`config.mk`:
```
export PLATFORM = sky130hd
export DESIGN_NAME = mdio_master_flat
export DESIGN_NICKNAME = d
export VERILOG_FILES = /design/src/rtl/mdio_pkg.sv /design/src/rtl/mdio_master_if.sv /design/src/rtl/mdc_gen.sv /design/src/rtl/mdio_master.sv /design/src/flat_wrapper.sv
export SDC_FILE = /design/constraint.sdc
export NUM_CORES = 1
export LEC_CHECK = 0
export ABC_AREA = 1
export CAP_MARGIN = 0
export CORE_ASPECT_RATIO = 1.4
export CORE_UTILIZATION = 48
export CTS_BUF_LIST = sky130_fd_sc_hd__clkbuf_4 sky130_fd_sc_hd__clkbuf_8
export CTS_CLUSTER_SIZE = 40
export DETAILED_ROUTE_END_ITERATION = 7
export PLACE_DENSITY = 0.83
export RECOVER_POWER = 100
export SYNTH_ARGS = -nofsm -noshare
export SYNTH_HDL_FRONTEND = slang
export SYNTH_SLANG_ARGS = --single-unit
export TNS_END_PERCENT = 20
```
`constraint.sdc`:
```
create_clock -name sysclk -period 2.5 [get_ports sysclk]
set_clock_uncertainty 0.2 [all_clocks]
set_input_delay 0.5 -clock sysclk [delete_from_list [all_inputs] [get_ports sysclk]]
set_output_delay 0.5 -clock sysclk [all_outputs]
set_load 0.1 [all_outputs]
```
`src/rtl/mdio_pkg.sv`:
```
// Shared Clause-22 MDIO constants, FSM encoding and frame builder.
// Used by mdio_master and mdc_gen.
package mdio_pkg;

  localparam logic [2:0] ST_IDLE  = 3'd0;
  localparam logic [2:0] ST_PRE   = 3'd1;
  localparam logic [2:0] ST_FRAME = 3'd2;
  localparam logic [2:0] ST_TA    = 3'd3;
  localparam logic [2:0] ST_DATA  = 3'd4;
  localparam logic [2:0] ST_DONE  = 3'd5;

  localparam logic [1:0] MDIO_ST    = 2'b01;
  localparam logic [1:0] MDIO_OP_RD = 2'b10;
  localparam logic [1:0] MDIO_OP_WR = 2'b01;

  localparam int MDIO_FRAME_BITS = 32;
  localparam int MDIO_CLK_DIV    = 10;

  function automatic logic [31:0] mdio_frame(
    input logic        rd,
    input logic [4:0]  phy,
    input logic [4:0]  ra,
    input logic [15:0] data
  );
    return {MDIO_ST, rd ? MDIO_OP_RD : MDIO_OP_WR,
            phy, ra, 2'b10, data};
  endfunction

endpackage

```
`src/rtl/mdio_master_if.sv`:
```
// Register-file request/response bundle of the MDIO master.
// master = requester side, slave = mdio_master side.
interface mdio_master_if;
  logic        req;
  logic        req_rd;
  logic [4:0]  phy_addr;
  logic [4:0]  reg_addr;
  logic [15:0] wr_data;
  logic        busy;
  logic        done;
  logic [15:0] rd_data;
  logic        ta_err;

  modport master (
    output req, req_rd, phy_addr, reg_addr, wr_data,
    input  busy, done, rd_data, ta_err
  );

  modport slave (
    input  req, req_rd, phy_addr, reg_addr, wr_data,
    output busy, done, rd_data, ta_err
  );
endinterface

```
`src/rtl/mdc_gen.sv`:
```
// MDC divider: CLK_DIV sysclk cycles per half period, low when idle.
// rise_o/fall_o flag the sysclk edge on which mdc changes.
module mdc_gen
  import mdio_pkg::*;
#(
  parameter int CLK_DIV = MDIO_CLK_DIV
) (
  input  logic clk_i,
  input  logic rst_i,
  input  logic en_i,
  output logic mdc_o,
  output logic rise_o,
  output logic fall_o
);

  localparam int CW = $clog2(CLK_DIV);

  logic [CW-1:0] cnt_q;
  logic          mdc_q;
  logic          last;

  assign last   = en_i && (cnt_q == CW'(CLK_DIV - 1));
  assign rise_o = last && !mdc_q;
  assign fall_o = last && mdc_q;
  assign mdc_o  = mdc_q;

  always_ff @(posedge clk_i) begin
    if (rst_i || !en_i) begin
      cnt_q <= '0;
      mdc_q <= 1'b0;
    end else if (last) begin
      cnt_q <= '0;
      mdc_q <= ~mdc_q;
    end else begin
      cnt_q <= cnt_q + 1'b1;
    end
  end

endmodule

```
`src/rtl/mdio_master.sv`:
```
// Clause-22 MDIO master: preamble, ST/OP/PHYAD/REGAD, TA, 16-bit data.
// Optional frame log behind MDIO_MASTER_DEBUG_EN.
module mdio_master
  import mdio_pkg::*;
#(
  parameter int CLK_DIV      = MDIO_CLK_DIV,
  parameter int PREAMBLE_LEN = 32
) (
  input  logic         sysclk,
  input  logic         reset,
  mdio_master_if.slave bus,
  output logic         mdc,
  output logic         mdio_o,
  output logic         mdio_t,
  input  logic         mdio_i,
  input  logic [15:0]  reg_raddr,
  output logic [31:0]  reg_rdata
);

  localparam logic [5:0] PRE_LAST = 6'(PREAMBLE_LEN - 1);

  logic [2:0]  state_q, state_d;
  logic [5:0]  bit_q, bit_d;
  logic [31:0] sh_q, sh_d;
  logic        mdo_q, mdo_d;
  logic        mdt_q, mdt_d;
  logic        rd_q;
  logic [15:0] rdata_q;
  logic        taerr_q;
  logic        run, rise, fall, shifting, sin, fin;

  assign run = (state_q != ST_IDLE) && (state_q != ST_DONE);

  mdc_gen #(.CLK_DIV(CLK_DIV)) u_mdc (
    .clk_i  (sysclk),
    .rst_i  (reset),
    .en_i   (run),
    .mdc_o  (mdc),
    .rise_o (rise),
    .fall_o (fall)
  );

  // Header bits rotate back into place; TA/DATA of a read take mdio_i.
  assign shifting = (state_q == ST_FRAME) || (state_q == ST_TA)
                 || (state_q == ST_DATA);
  assign sin = (rd_q && state_q != ST_FRAME) ? mdio_i : sh_q[31];

  always_comb begin
    state_d = state_q;
    bit_d   = bit_q;
    sh_d    = sh_q;
    mdo_d   = mdo_q;
    mdt_d   = mdt_q;
    unique case (state_q)
      ST_IDLE: if (bus.req) begin
        state_d = ST_PRE;
        bit_d   = '0;
        sh_d    = mdio_frame(bus.req_rd, bus.phy_addr,
                             bus.reg_addr, bus.wr_data);
        mdt_d   = 1'b0;
        mdo_d   = 1'b1;
      end
      ST_PRE: if (fall) begin
        if (bit_q == PRE_LAST) begin
          state_d = ST_FRAME;
          bit_d   = '0;
        end else bit_d = bit_q + 6'd1;
      end
      ST_FRAME: if (fall) begin
        if (bit_q == 6'd13) begin
          state_d = ST_TA;
          bit_d   = '0;
        end else bit_d = bit_q + 6'd1;
      end
      ST_TA: if (fall) begin
        if (bit_q == 6'd1) begin
          state_d = ST_DATA;
          bit_d   = '0;
        end else bit_d = bit_q + 6'd1;
      end
      ST_DATA: if (fall) begin
        if (bit_q == 6'd15) state_d = ST_DONE;
        else bit_d = bit_q + 6'd1;
      end
      ST_DONE: state_d = ST_IDLE;
      default: state_d = ST_IDLE;
    endcase
    if (rise && shifting) sh_d = {sh_q[30:0], sin};
    if (fall) begin
      mdt_d = (state_d == ST_DONE) || (rd_q &&
              (state_d == ST_TA || state_d == ST_DATA));
      mdo_d = (state_d == ST_PRE || mdt_d) ? 1'b1 : sh_q[31];
    end
  end

  assign fin = (state_q == ST_DATA) && (state_d == ST_DONE);

  always_ff @(posedge sysclk) begin
    if (reset) begin
      state_q <= ST_IDLE;
      bit_q   <= '0;
      sh_q    <= '0;
      mdo_q   <= 1'b1;
      mdt_q   <= 1'b1;
      rd_q    <= 1'b0;
      rdata_q <= '0;
      taerr_q <= 1'b0;
    end else begin
      state_q <= state_d;
      bit_q   <= bit_d;
      sh_q    <= sh_d;
      mdo_q   <= mdo_d;
      mdt_q   <= mdt_d;
      if (state_q == ST_IDLE && bus.req) rd_q <= bus.req_rd;
      if (fin && rd_q) begin
        rdata_q <= sh_q[15:0];
        taerr_q <= sh_q[16];
      end
    end
  end

  assign mdio_o      = mdo_q;
  assign mdio_t      = mdt_q;
  assign bus.busy    = run;
  assign bus.done    = (state_q == ST_DONE);
  assign bus.rd_data = rdata_q;
  assign bus.ta_err  = taerr_q;

  logic unused_raddr;
  assign unused_raddr = ^reg_raddr;

`ifdef MDIO_MASTER_DEBUG_EN
  logic [31:0] log_q [16];
  logic [3:0]  ptr_q;
  logic [15:0] cnt_q;
  logic [31:0] dbg_q;

  // Log survives reset so a post-mortem read still shows history.
  always_ff @(posedge sysclk) begin
    if (!reset && state_q == ST_DONE) log_q[ptr_q] <= sh_q;
  end

  always_ff @(posedge sysclk) begin
    if (reset) begin
      ptr_q <= '0;
      cnt_q <= '0;
      dbg_q <= '0;
    end else begin
      if (state_q == ST_DONE) begin
        ptr_q <= ptr_q + 4'd1;
        cnt_q <= cnt_q + 16'd1;
      end
      if (reg_raddr[7:4] == 4'hc) dbg_q <= log_q[reg_raddr[3:0]];
      else if (reg_raddr[7:0] == 8'hbf) dbg_q <= {ptr_q, 12'd0, cnt_q};
      else dbg_q <= '0;
    end
  end

  assign reg_rdata = dbg_q;
`else
  assign reg_rdata = '0;
`endif

endmodule

```
`src/flat_wrapper.sv`:
```
// flat-port wrapper written by rule: the top's interface ports become plain ports
module mdio_master_flat import mdio_pkg::*;
#(
  parameter int CLK_DIV      = MDIO_CLK_DIV,
  parameter int PREAMBLE_LEN = 32
)
  (sysclk, reset, mdc, mdio_o, mdio_t, mdio_i, reg_raddr, reg_rdata, bus_req, bus_req_rd, bus_phy_addr, bus_reg_addr, bus_wr_data, bus_busy, bus_done, bus_rd_data, bus_ta_err);
  mdio_master_if bus_i ();
  input  logic sysclk;
  input  logic reset;
  output logic mdc;
  output logic mdio_o;
  output logic mdio_t;
  input  logic mdio_i;
  input  logic [15:0] reg_raddr;
  output logic [31:0] reg_rdata;
  input wire logic [$bits(bus_i.req)-1:0] bus_req;
  input wire logic [$bits(bus_i.req_rd)-1:0] bus_req_rd;
  input wire logic [$bits(bus_i.phy_addr)-1:0] bus_phy_addr;
  input wire logic [$bits(bus_i.reg_addr)-1:0] bus_reg_addr;
  input wire logic [$bits(bus_i.wr_data)-1:0] bus_wr_data;
  output wire logic [$bits(bus_i.busy)-1:0] bus_busy;
  output wire logic [$bits(bus_i.done)-1:0] bus_done;
  output wire logic [$bits(bus_i.rd_data)-1:0] bus_rd_data;
  output wire logic [$bits(bus_i.ta_err)-1:0] bus_ta_err;
  assign bus_i.req = bus_req;
  assign bus_i.req_rd = bus_req_rd;
  assign bus_i.phy_addr = bus_phy_addr;
  assign bus_i.reg_addr = bus_reg_addr;
  assign bus_i.wr_data = bus_wr_data;
  assign bus_busy = bus_i.busy;
  assign bus_done = bus_i.done;
  assign bus_rd_data = bus_i.rd_data;
  assign bus_ta_err = bus_i.ta_err;
  mdio_master #(.CLK_DIV(CLK_DIV), .PREAMBLE_LEN(PREAMBLE_LEN)) u_core (.sysclk(sysclk), .reset(reset), .bus(bus_i), .mdc(mdc), .mdio_o(mdio_o), .mdio_t(mdio_t), .mdio_i(mdio_i), .reg_raddr(reg_raddr), .reg_rdata(reg_rdata));
endmodule
```
# Word level (Yosys, flattened, before mapping)
# Index checks and enable logic that the tools add are counted.
# word_totals
inputBits,47
wordCells,96
rom_bits,0
output_inout_bits,54
reg_bits,66
latch_bits,0
ramBits,0
memories,0
# classes
n_mux,32
magnitude_cmp,0
bitwise,1
shifts,0
n_mul,0
add_sub_neg,2
eq_ne,22
div,0
n_reduce_logical,29
# ops
cell,count
$mux 32,3
$mux 6,9
$pmux 6 s5,1
$mux 3,9
$pmux 3 s5,1
$eq 3x3->1 const B,4
$eq 6x4->1 const B,2
$logic_and 1x1->1,10
$eq 3x2->1 const B,3
$mux 1,8
$ne 2x1->1 const B,4
$reduce_bool 2->1,4
$reduce_and 7->1,1
$add 6x1->6 const B,1
$eq 3x1->1 const B,2
$eq 6x1->1 const B,1
$eq 6x5->1 const B,1
$logic_or 1x1->1,6
$reduce_bool 5->1,1
$add 4x1->4 const B,1
$eq 4x4->1 const B,1
$ne 2x2->1 const B,2
$reduce_and 2->1,2
$logic_not 3->1,1
7 further kinds,8

# Logic depth before layout (Yosys ltp)
# Gate-level depths: netlist of run 1.
# depth
ltp_word,13
ltp_mapped,15
depth_no_buf,15

# Cells and area by module
# A second synthesis of run 1 with hierarchy kept.
# unflattened
cells_unflattened,439
area_unflattened_um2,3249.4
# by_module_without_submodules
mod,area_each_um2,instances,seq_area_each_um2,cells_each
mdio_master,3012.9,1,1221.2,408
mdc_gen,236.5,1,100.1,31

# Least setup slack after synthesis of run 1
# Ideal clock, no wire load.
# synth_timing
path_type,register to register
from,"register u_core.u_mdc.mdc_q, in the netlist u_core.u_mdc.mdc_o"
to,"register u_core.rdata_q[5], in the netlist u_core.bus.rd_data[5]"
required_ps,2168
slack_ps,-15
synth_period_minus_slack_ps,2515
arrival_ps,2183
setup_ps,132
path_stages_with_launch,11
path_buffers,1
cell_sequence,dfxtp_1 > inv_1 > nor2_4 > inv_2 > o21ai_2 > nand2_2 > nor2_8 > inv_2 > buf_2 > nand2_1 > a21oi_1
# synth_via
elab_chain_cells,6
word_cells_on_any_way,9
classes_between,eq/ne (1); mux (5); reduce/logical (3)
# synth_rtl
item,line,rtl
"start, declared",mdc_gen.sv:19,logic mdc_q;
"start signal, assigned",mdc_gen.sv:33,mdc_q <= ~mdc_q;
$logic_and 1x1->1 *,mdc_gen.sv:24,assign fall_o = last && mdc_q;
"$mux 3, on equally long branches",n/a,
$pmux 3 s5 *,mdio_master.sv:54,unique case (state_q)
$eq 3x3->1 *,mdio_master.sv:96,assign fin = (state_q == ST_DATA) && (state_d == ST_DONE);
$logic_and 1x1->1 *,mdio_master.sv:96,
$logic_and 1x1->1 *,mdio_master.sv:115,if (fin && rd_q) begin
"end signal, assigned",mdio_master.sv:116,rdata_q <= sh_q[15:0];
"end, declared",mdio_master.sv:28,logic [15:0] rdata_q;
# Every way passes the cells marked *; elsewhere a longest branch is shown, timed or not.
# A chain may end at the register's enable or synchronous reset.

# Worst setup path in the final report of run 1
# layout_timing
from,input bus_req
to,register u_core.sh_q[9]
# layout_via
elab_chain_cells,2
# layout_rtl
item,line,rtl
"start, declared",flat_wrapper.sv:17,input wire logic [$bits(bus_i.req)-1:0] bus_req;
$reduce_bool 2->1 (no line),n/a,
$reduce_and 2->1 (no line),n/a,
"end signal, assigned",mdio_master.sv:102,sh_q <= '0;
"end signal, assigned",mdio_master.sv:111,sh_q <= sh_d;
"end, declared",mdio_master.sv:24,"logic [31:0] sh_q, sh_d;"
# No other way between the ends.

==> results.md, run 1 <==
* Run status: complete, but fails checks
* Violated checks: design-rule violations
* First-pass GRT wire length at 11800 µm
* VDD IR max at 320.5 µV
* CTS root buf: clkbuf_8
* Ys async rst share at 0%
* Pwr/cell area at 668.7 nW/µm²
* Fin crit share at 92.37%
* Antenna cells at 0
* Area grow syn2layout at 17.77%
* Skew-Pair Late Insertion Delay at 0.34 ns
* Setup Viol. Count Final at 0
* EDFF count, synth at 0
* Largest family of logic cells by synthesized area: simple AND/OR/NAND/NOR gates
* Post-cts sizing count at 0
* Initial antenna violation count at 0
* Clock sink total at 66
* Final GP Congestion at 0.9138
* Yosys cell types at 30
* Arr. time, crit path at 2.37 ns
* Synth Area in Simple Gates at 27.77%
* Commonest cells after routing, fill and taps aside: nand2_1, dfxtp_1, conb_1
* CORE AREA at 6296 µm²
* Post-CTS setup buffer count at 0
* Ys Warns at 0
* Total grt overflow at 0
* Drt first pass iters at 6
* Yosys reg bits at 66
* Crit-path slowest cell: dlygate4sd3_1
* Largest net degree at the start of global routing at 29
* Starting DRT DRC Count at 208
* Startpoint Class: primary input
* Vias/cell at 5.166
* Area of the multi-input gates at 1504 µm²
* CTS tree: built
* Sequential fraction of the synthesis area at 41.89%
* Max Fclk at 433.0 MHz
* Post-Synthesis Cells at 444
* Largest cells by area after synthesis: dfxtp_1, nand2_1, buf_4
* Detailed placement HPWL at 5085 µm
* Rel. slew slack at 63.06%
* Predominant post-synthesis flop cell: dfxtp_1
* Hold Vio Cnt, Final at 0
* Number of nets in the layout at 548
* CP max stage delay at 0.54 ns
* Number of port buffers at 52
* Cell Chain, Critical Path: dlygate4sd3_1 -> nand3_1 -> inv_1 -> nor2_1 -> clkbuf_2 -> nand2_1 -> a31oi_1
* Via count at 2960
* ANT nets after route at 0
* Pleak at 1.565 nW
* Die ar. at 6904 µm²
* RSZ-0062 raised after global routing: no
* Post-synthesis compound-gate area fraction at 13.69%
* Crit end category: register
* Register Area at 1323 µm²
* Starting density of the core at 50.10%
* Setup TNS at 0 ns
* Final Core Density at 59.00%
* Post-Route WL at 7105 µm
* Cts hold-fix bufs at 0
* Critical path type: in2reg
* Max-slew violations at 0
* XOR/XNOR Fraction of Synth Area at 0.8330%
* GR Util All Layers at 21.42%
* # DRC at 2
* Chip height at 97.92 µm
* Worst-path fanout max at 15
* Crit path time final at 2.309 ns
* Post-synth top area share at 41.89%
* Clk buf depth at 2
* Post-synthesis mux area share at 0%
* Dpl ws at 0.1565 ns
* H-tree lvl count at 3
* Num ports at 101
* Max-Cap Viols at 0
* Share of layout cells above drive strength 1 at 12.38%
* Adder and majority gate portion of the synthesized area at 1.587%
* Vias in the first global route at 2772
* Slew @ Worst Pin at 0.5564 ns
* Die W at 70.51 µm
* Fill count at 619
* Hold Path Class: reg2reg
* Num rows at 34
* Syn_area_per_cell at 7.104 µm²
* Clock transition at path regs at 0.07 ns
* Post-synth top area cell: dfxtp_1
* Fin worst setup slack at 0.1907 ns
* Commonest non-fill, non-tap cell in the layout: nand2_1
* Worst path required time at 2.56 ns
* Num CTS Buffers at 9
* DR WL/cell at 12.40 µm
* Cell Area, Synth at 3154 µm²
-- report_power, final --
| group | total, mW | internal, mW | switching (mW) |
|---|---|---|---|
| sequential | 1.12 | 1.09 | 0.0288 |
| combinational | 0.436 | 0.0909 | 0.345 |
| clock | 0.927 | 0.547 | 0.380 |
| total | 2.48 | 1.73 | 0.754 |
-- registers in the layout, indices dropped and copies added (netlist names), 3 cells and up --
signal / count
u_core.bit_q: 6
u_core.bus.rd_data: 16
u_core.sh_q: 32
u_core.u_mdc.cnt_q: 4
u_core.state_q: 3
-- layout make-up --
class                      count  area share [%]
inverter                      34           3.435
timing repair buffer          60           12.46
clock inverter                 2          0.9431
multi-input combinational    326           40.48
clock buffer                  13           4.648
sequential                    66           35.60
tap                           72           2.425
-- synth_stat cells (2+ instances only) --
cell type / number
a211oi_1: 2
a21oi_1: 28
a31oi_1: 28
buf_2: 5
buf_4: 32
clkbuf_1: 11
dfxtp_1: 66
ha_1: 4
inv_1: 27
inv_2: 7
nand2_1: 155
nand2_2: 2
nand3_1: 17
nor2_1: 25
nor3_1: 4
o21ai_0: 15
or2_2: 2
xor2_1: 2
-- path summary, 6_finish.rpt --
check             cells after the start  slack, ns       startpoint              end
setup / recovery                      7       0.19          bus_req   u_core.sh_q[9]
hold / removal                        2       0.26  u_core.sh_q[30]  u_core.sh_q[31]
setup reg to reg                      8       0.26  u_core.bit_q[0]  u_core.bit_q[4]
hold reg to reg                       2       0.26  u_core.sh_q[30]  u_core.sh_q[31]
-- per-layer routing --
metal	part of all wire, %	vias up	track usage (%)
li1	-	1472	-
met1	42	1365	23.99
met2	50	100	36.82
met3	5.2	23	5.057
met4	2.9	0	12.24
met5	0	-	0
-- worst max-delay path, delay by kind of cell --
family          cells  cell delay, ns
compound gates      1            0.16
buf+inv             3            1.17
simple gates        3            0.54
-- cells by family (layout without fill, tap and decap cells) --
group           after synthesis  count (layout)
fa+ha+maj                     4               4
xor+xnor                      3               3
simple gates                211             211
flops                        66              66
buf+inv                      83             109
other cells                   1              32
compound gates               76              76
-- stage by stage --
stage	std cells	hold WS [ns]	total power, mW	cell area (µm²)
finish	573	0.2604	2.484	3715
global route	573	0.2775	2.579	3715
CTS	573	0.2624	2.511	3787
detailed placement	558	0.2546	1.584	3580
global placement	558	0.2445	1.578	3580
floorplan	475	0.2238	1.526	3272
Note: power is estimated with default switching activity, not from simulation.
==> inputs of run 2 (changes only) <==
CTS_CLUSTER_SIZE = not set   (was 40)
SLEW_MARGIN = 20   (was not set)
==> results of run 2 <==
The final DEF is identical to that of run 1; final timing and power are the same.
